===== src/rtl/pdm_cic_receiver.sv =====
// PDM microphone receiver: generates the mic clock, samples the bitstream and
// decimates it through a third-order CIC filter into a valid/ready PCM stream.
module pdm_cic_receiver #(
  parameter int PDM_COUNT_PERIOD = 32,
  parameter int DEC_LOG2         = 6,
  parameter int DISCARD          = 3
) (
  input  logic               clk_in,
  input  logic               rst_in,
  input  logic               mic_data_in,
  output logic               mic_clk_out,
  output logic               pdm_valid_out,
  output logic signed [15:0] sample_out,
  output logic               sample_valid_out,
  input  logic               sample_ready_in,
  output logic               overrun_out
);

  localparam int CNT_W  = $clog2(PDM_COUNT_PERIOD);
  localparam int ACC_W  = 2 + 3 * DEC_LOG2;
  localparam int SHIFT  = 3 * DEC_LOG2 - 15;
  localparam int DISC_W = $clog2(DISCARD + 2);

  localparam logic [CNT_W-1:0]        CNT_LAST  = CNT_W'(PDM_COUNT_PERIOD - 1);
  localparam logic [CNT_W-1:0]        CNT_HALF  = CNT_W'(PDM_COUNT_PERIOD / 2);
  localparam logic [DEC_LOG2-1:0]     TICK_LAST = {DEC_LOG2{1'b1}};
  localparam logic [DISC_W-1:0]       DISC_DONE = DISC_W'(DISCARD);
  localparam logic signed [ACC_W-1:0] SAT_MAX   = ACC_W'(32767);
  localparam logic signed [ACC_W-1:0] SAT_MIN   = ACC_W'(-32768);

  // Arithmetic shift down to 16 bits, clamping instead of wrapping.
  function automatic logic signed [15:0] scale_sat(input logic signed [ACC_W-1:0] v);
    logic signed [ACC_W-1:0] sh;
    sh = v >>> SHIFT;
    if (sh > SAT_MAX) begin
      scale_sat = 16'sh7fff;
    end else if (sh < SAT_MIN) begin
      scale_sat = 16'sh8000;
    end else begin
      scale_sat = sh[15:0];
    end
  endfunction

  logic [CNT_W-1:0]        cnt_q, cnt_d;
  logic                    mic_clk_q, mic_clk_d, mic_dly_q, tick_q, tick_d;
  logic [DEC_LOG2-1:0]     win_q, win_d;
  logic signed [ACC_W-1:0] i1_q, i1_d, i2_q, i2_d, i3_q, i3_d;
  logic signed [ACC_W-1:0] d1_q, d1_d, d2_q, d2_d, d3_q, d3_d;
  logic                    comb_go_q, comb_go_d;
  logic [DISC_W-1:0]       disc_q, disc_d;
  logic signed [15:0]      sample_q, sample_d;
  logic                    valid_q, valid_d, ovr_q, ovr_d;
  logic signed [ACC_W-1:0] x_s, c1_s, c2_s, c3_s;
  logic signed [15:0]      res_s;
  logic                    load_s;

  // Mic clock divider and tick pulse generation.
  always_comb begin
    if (cnt_q == CNT_LAST) begin
      cnt_d = '0;
    end else begin
      cnt_d = cnt_q + CNT_W'(1);
    end
    mic_clk_d = (cnt_q < CNT_HALF);
    tick_d    = mic_clk_q & ~mic_dly_q;
  end

  // Integrators advance on ticks; combs run once the cycle after a window closes.
  always_comb begin
    x_s       = mic_data_in ? ACC_W'(1) : ACC_W'(-1);
    c1_s      = i3_q - d1_q;
    c2_s      = c1_s - d2_q;
    c3_s      = c2_s - d3_q;
    res_s     = scale_sat(c3_s);
    i1_d      = i1_q;
    i2_d      = i2_q;
    i3_d      = i3_q;
    win_d     = win_q;
    comb_go_d = 1'b0;
    d1_d      = d1_q;
    d2_d      = d2_q;
    d3_d      = d3_q;
    disc_d    = disc_q;
    if (tick_q) begin
      i1_d      = i1_q + x_s;
      i2_d      = i2_q + i1_q;
      i3_d      = i3_q + i2_q;
      win_d     = win_q + DEC_LOG2'(1);
      comb_go_d = (win_q == TICK_LAST);
    end else begin
      comb_go_d = 1'b0;
    end
    if (comb_go_q) begin
      d1_d = i3_q;
      d2_d = c1_s;
      d3_d = c2_s;
      if (disc_q == DISC_DONE) begin
        disc_d = disc_q;
      end else begin
        disc_d = disc_q + DISC_W'(1);
      end
    end else begin
      disc_d = disc_q;
    end
  end

  // Output holding register: a fresh result always wins over a pending one.
  always_comb begin
    load_s   = comb_go_q & (disc_q == DISC_DONE);
    sample_d = sample_q;
    valid_d  = valid_q;
    ovr_d    = ovr_q;
    if (load_s) begin
      sample_d = res_s;
      valid_d  = 1'b1;
      if (valid_q & ~sample_ready_in) begin
        ovr_d = 1'b1;
      end else begin
        ovr_d = ovr_q;
      end
    end else if (valid_q & sample_ready_in) begin
      valid_d = 1'b0;
    end else begin
      valid_d = valid_q;
    end
  end

  // State registers.
  always_ff @(posedge clk_in or negedge rst_in) begin
    if (!rst_in) begin
      cnt_q     <= '0;
      mic_clk_q <= 1'b0;
      mic_dly_q <= 1'b0;
      tick_q    <= 1'b0;
      win_q     <= '0;
      i1_q      <= '0;
      i2_q      <= '0;
      i3_q      <= '0;
      d1_q      <= '0;
      d2_q      <= '0;
      d3_q      <= '0;
      comb_go_q <= 1'b0;
      disc_q    <= '0;
      sample_q  <= '0;
      valid_q   <= 1'b0;
      ovr_q     <= 1'b0;
    end else begin
      cnt_q     <= cnt_d;
      mic_clk_q <= mic_clk_d;
      mic_dly_q <= mic_clk_q;
      tick_q    <= tick_d;
      win_q     <= win_d;
      i1_q      <= i1_d;
      i2_q      <= i2_d;
      i3_q      <= i3_d;
      d1_q      <= d1_d;
      d2_q      <= d2_d;
      d3_q      <= d3_d;
      comb_go_q <= comb_go_d;
      disc_q    <= disc_d;
      sample_q  <= sample_d;
      valid_q   <= valid_d;
      ovr_q     <= ovr_d;
    end
  end

  assign mic_clk_out      = mic_clk_q;
  assign pdm_valid_out    = tick_q;
  assign sample_out       = sample_q;
  assign sample_valid_out = valid_q;
  assign overrun_out      = ovr_q;

endmodule

===== config.mk =====
export PLATFORM = sky130hd
export DESIGN_NAME = pdm_cic_receiver
export DESIGN_NICKNAME = d
export VERILOG_FILES = /design/src/rtl/pdm_cic_receiver.sv
export SDC_FILE = /design/constraint.sdc
export NUM_CORES = 1
export LEC_CHECK = 0
export BUFFER_PORTS_ARGS = -buffer_cell sky130_fd_sc_hd__buf_4
export CAP_MARGIN = 25
export CORE_MARGIN = 5
export CORE_UTILIZATION = 45
export DETAILED_ROUTE_END_ITERATION = 8
export SLEW_MARGIN = 25
export SYNTH_ARGS = -nofsm -noshare
export SYNTH_HDL_FRONTEND = slang
export SYNTH_SLANG_ARGS = --single-unit

===== constraint.sdc =====
create_clock -name clk_in -period 6.6 [get_ports clk_in]
set_input_delay 0.33 -clock clk_in [delete_from_list [all_inputs] [get_ports clk_in]]
set_output_delay 0.33 -clock clk_in [all_outputs]
set_load 0.1 [all_outputs]

==> Yosys cells after proc, flatten, opt, wreduce, memory -nomap -nowiden <==
Index checks and enable logic that the tools add are counted.
{ "op_classes": {"n_eq_ne": 3, "reduce_logical": 3, "bitwise_logic": 7, "order_cmp": 3, "add_sub_neg": 9, "n_mux": 7} }
{ "op_table": {"columns": ["op", "n"], "rows": [
  ["$add A20 B20 Y20", 3],
  ["$sub A20 B20 Y20", 3],
  ["$mux W16", 2],
  ["$mux W20", 1],
  ["$gt A17 B16 Y1 const B", 1],
  ["$lt A17 B16 Y1 const B", 1],
  ["$add A6 B1 Y6 const B", 1],
  ["$eq A6 B6 Y1 const B", 1],
  ["$add A5 B1 Y5 const B", 1],
  ["$eq A5 B5 Y1 const B", 1],
  ["$lt A5 B5 Y1 const B", 1],
  ["$mux W5", 1],
  ["$and A1 B1 Y1", 4],
  ["$reduce_and A2 Y1", 2],
  ["$add A3 B1 Y3 const B", 1],
  ["$eq A3 B2 Y1 const B", 1],
  ["$mux W1", 3],
  ["$not A1 Y1", 3],
  ["$reduce_bool A2 Y1", 1]
]} }
{ "totals": {"inputBits": 4, "reg_bits": 156, "wordCells": 48, "output_inout_bits": 20} }

==> Logic depth before layout (Yosys ltp) <==
{ "depth": {"word_depth": 6, "mapped_depth": 29, "ltp_nobuf": 28} }

==> Worst setup path after synthesis <==
Ideal clock, no wire load.
{ "synth_timing": {"path_kind": "register -> register", "start": "register i3_q[0]", "end": "register sample_q[2] (netlist: sample_out[2])", "t_required_ps": 6473, "setup_time_ps": 127, "path_buffers": 1, "period_less_slack_ps": 5621, "stages_incl_launch_ff": 30, "arrival_time_ps": 5494, "slack_ps": 979, "path_cell_list": "dfrtp_1 -> inv_1 -> ha_1 -> inv_1 -> fa_1 -> a21o_1 -> a21oi_1 -> o21bai_1 -> a21oi_1 -> o21a_1 -> nor2b_1 -> o21ai_0 -> a21oi_1 -> ha_1 -> and2_1 -> a22oi_1 -> nand3b_1 -> a21oi_1 -> xnor2_1 -> ha_1 -> a21o_1 -> a21oi_1 -> o32ai_1 -> or3_1 -> o31a_1 -> a31oi_1 -> xnor3_2 -> buf_6 -> o211ai_2 -> nand3_1"} }
{ "synth_via": {"elab_chain_len": 6, "word_cells_on_any_way": 7, "classes_between": "3 x add/sub; 2 x order compare; 2 x mux"} }
{ "synth_lines": {"columns": ["item", "line_no", "rtl"], "rows": [
  ["from (decl)", "47", "logic signed [ACC_W-1:0] i1_q, i1_d, i2_q, i2_d, i3_q, i3_d;"],
  ["from (signal assigned)", "155", "i3_q <= i3_d;"],
  ["$sub A20 B20 Y20 *", "71", "c1_s = i3_q - d1_q;"],
  ["named net c1_s[10]", "53", "logic signed [ACC_W-1:0] x_s, c1_s, c2_s, c3_s;"],
  ["$sub A20 B20 Y20 *", "72", "c2_s = c1_s - d2_q;"],
  ["named net c2_s[12]", "53", null],
  ["$sub A20 B20 Y20 *", "73", "c3_s = c2_s - d3_q;"],
  ["$lt A17 B16 Y1", "37", "end else if (sh < SAT_MIN) begin"],
  ["$mux W16", "37", null],
  ["$mux W16 *", "35", "if (sh > SAT_MAX) begin"],
  ["to (signal assigned)", "161", "sample_q <= sample_d;"],
  ["to (decl)", "51", "logic signed [15:0] sample_q, sample_d;"]
]} }
Mark *: on every way through the listed nets, which the timed path passes. The rest lies on a longest branch.
A chain may end at the register's enable or synchronous reset.

==> Final worst setup path <==
{ "layout_timing": {"start": "register i3_q[0]", "end": "register sample_q[3] (netlist: sample_out[3])"} }
The elaborated chain is that of the path after synthesis.

==> results.md <==
- Outcome: complete, no violations
- Mux contribution to synthesized area: 5.23%
- Slew margin rel.: 43.9%
- Clock buffer depth: 2
- Core box area: 23600 um2
- Clock insertion delay at the later pin of the skew report: 0.42 ns
- Share of the synthesized area in the top cell type: 35.9%
- N_diodes: 0
- Util after Layout: 51.3%
- DP Area: 11400 um2
- Register area: 3910 um2
- Yosys top cell by area: dfrtp_1
- Total track usage: 15.8%
- Final worst setup slack: 0.410 ns
- Sequential Power Share: 37.1%
- Nets: 1323
- Final Hold Slack: 0.181 ns
- Finished layout cell area: 12100 um2
- First-pass GRT wire length: 36100 um
- Area of the multi-input gates: 6560 um2
- Port Buffers: 23
- Die area: 27400 um2
- Initial antenna violation count: 0
- Via count: 8037
- Layout cells sized above 1: 11.3%
- FF-to-FF End: sample_out[3]
- CP Capture Point: sample_out[3]
- Crit path from: i3_q[0]
- WS Path Type: reg2reg
- Synth Area per Inst: 9.30 um2
- Worst Path Buf+Inv: 2
- CP Capture Type: register
- First drt pass iteration count: 4
- Routed len/inst: 13.2 um
- Synth Area in Adders: 14.4%
- Vias in the first global route: 8052
- Global route overflow: 0
- Hold crit path type: in2reg
- FFs w/ async S/R, synth: 100%
- Max Fclk: 162 MHz
- Logic pwr share: 28.0%
- Layout area overhead: 11.4%
- Slew @ Worst Pin: 0.840 ns
- Max Transition Viols Final: 0
- Place WS: 0.352 ns
- Crit-path most repeated cell: a21oi_1
- WP data required: 6.87 ns
- Pint: 0.00194 W
- Fillers: 2194
- Clk slew on worst S/H paths: 0.07 ns
- WP depth: 28
- Post-synthesis compound-gate area fraction: 19.4%
- Mapped Cells: 1169
- Via density: 5.26
- Critical Path Source Type: register
- Worst Path Arrival: 6.46 ns
- Worst Path Max Fanout: 7
- Yosys warns: 0
- Critical path's slowest cell: dfrtp_1
- H-tree Lvls: 4
- DP HPWL: 14500 um
- Endpoints failing setup: 0
- Final Cycle Share: 93.8%
- Root Driver: clkbuf_16
- Final Wtd Congestion: 0.790
- Clock sink count: 156
- Clock skew: 0.00979 ns
- Largest net degree at the start of global routing: 87
- Post-Synth Simple-Gate Area: 12.8%
- R2R setup slack: 0.41 ns
- Row cnt: 56
- Final ANT Viol Nets: 0
- Die X: 165 um
- Critical path's largest stage delay: 0.40 ns
- Switch share: 31.0%
- Reg2reg start: i3_q[0]
- Initial DRC Count: 311
- Starting Density: 46.0%
- Fin. Hold Viols: 0
- Power density over the cells: 233 nW/um2
- VDD IR max: 0.176 mV
- Post-synth EDFFs: 0
- Yosys cell types: 66
- P_leak: 5.57 nW
- Syn nets: 1295
- CTS buffer count: 17
- Routed Wire Length: 20200 um
- Synth Register Bits: 156
- Reg2Reg Depth: 28
- Sequential area share after synthesis: 35.9%
- Clock power share: 34.9%
- Post-synthesis cell area: 10900 um2
- IO Pins: 24
- Crit path time final: 6.19 ns
- Max Cap Viol: 0
- CTS tree: built
- Synth Area in XOR/XNOR: 7.83%
- Largest cells by area after synthesis: dfrtp_1 (36%), ha_1 (13%), xnor2_1 (5.5%), mux2_2 (4.8%), nand2_1 (4.1%)
- # DRC: 0
- Worst path top cell family by delay: compound AO/OA/AOI/OAI gates
- Chip Height: 165 um
- Combinational family with the most area after synthesis: compound AO/OA/AOI/OAI gates
- Switching power: 0.000874 W
- Dominant synthesized flop cell: dfrtp_1
[layout by cell type, fill, tap and decap left out, types with 22 or more instances in the layout]
cell / Yosys / routed
dfrtp_1: 156 / 154
nand2_1: 119 / 118
ha_1: 117 / 117
inv_1: 97 / 97
a21oi_1: 89 / 87
xnor2_1: 68 / 68
o21ai_1: 57 / 56
o21ai_0: 50 / 49
mux2_2: 46 / 46
nor2_1: 44 / 44
buf_4: 1 / 33
a21o_1: 30 / 30
nand3_1: 22 / 22
xor2_1: 22 / 22
[routing by layer]
layer	wire length [um]	part of all wire, %	global-route usage (%)
met5	0	0	0
met4	333	1.6	4.87
met3	384	1.9	2.23
met2	9700	48	27.5
met1	9770	48	20.4
[stage by stage]
stage / setup TNS, ns / total power [W] / std cells
floorplan: 0 / 0.00166 / 1169
global placement: 0 / 0.00178 / 1488
detailed placement: 0 / 0.00179 / 1488
CTS: 0 / 0.00280 / 1521
global route: -0.269 / 0.00300 / 1529
finish: 0 / 0.00282 / 1529
[area by class of cell]
class                           count  area share, %
Clock buffer                       18           3.63
Tap cell                          319           3.30
Inverter                           98           3.04
Sequential cell                   156           32.3
Timing Repair Buffer               36           2.31
Clock inverter                     14           1.31
Multi-Input combinational cell    888           54.1
[flip-flops by register name (all words and copies together), names as in the netlist]
signal,cells
d2_q,20
d1_q,20
cnt_q,5
win_q,6
i3_q,20
disc_q,3
comb_go_q,1
i1_q,20
overrun_out,1
sample_out,16
mic_clk_out,1
mic_dly_q,1
i2_q,20
d3_q,20
sample_valid_out,1
pdm_valid_out,1
[worst min-delay path by stage]
stage                                from          endpoint  cells after the start
final                     sample_ready_in  sample_valid_out                      3
after global routing      sample_ready_in       overrun_out                      3
after CTS                 sample_ready_in  sample_valid_out                      3
after detailed placement        mic_dly_q     pdm_valid_out                      1
after global placement          mic_dly_q     pdm_valid_out                      1
after floorplan                    rst_in          cnt_q[0]                      0
[repair_timing]
action                                  CTS  global route
gates resized for setup                   0            12
hold buffers                              1             0
endpoints found under the hold margin    16             0
endpoints found under the setup margin    0            15
setup buffers                             0             7
[power groups by stage]
stage | logic, W | registers (W) | clock network [W]
3_5_place_dp | 0.000730 | 0.00106 | 0
6_report | 0.000790 | 0.00105 | 0.000982
4_1_cts | 0.000737 | 0.00105 | 0.00101
3_3_place_gp | 0.000721 | 0.00106 | 0
5_1_grt | 0.000893 | 0.00105 | 0.00105
2_1_floorplan | 0.000609 | 0.00105 | 0
[cells by family (layout without fill, tap and decap cells)]
kind of cell	after synthesis	in the layout
compound gates	334	334
xor+xnor	93	94
fa+ha+maj	122	122
buf+inv	126	166
flops	156	156
mux	51	51
simple gates	287	287
[Yosys cell counts (all sizes together) (5+ instances only)]
| library cell | n |
|---|---|
| a41oi | 6 |
| nor3b | 11 |
| o211ai | 8 |
| xnor2 | 69 |
| o31a | 5 |
| o21ai | 109 |
| nand3 | 22 |
| and2 | 10 |
| and3 | 8 |
| nand2b | 8 |
| o21bai | 13 |
| a311oi | 5 |
| mux2 | 46 |
| inv | 98 |
| ha | 117 |
| a211oi | 9 |
| a21boi | 14 |
| dfrtp | 156 |
| nor2 | 44 |
| nand3b | 5 |
| nor2b | 17 |
| or3 | 8 |
| nand4 | 9 |
| o31ai | 12 |
| buf | 9 |
| a21oi | 89 |
| nand2 | 119 |
| clkbuf | 19 |
| fa | 5 |
| xor2 | 22 |
| o21a | 12 |
| nor3 | 10 |
| mux2i | 5 |
| a21o | 30 |
[worst min-delay path: stages]
cell	delay [ns]
buf_4	0.08
nand2b_1	0.11
nand2_1	0.05
No activity file was read; power rests on OpenSTA's default activity.
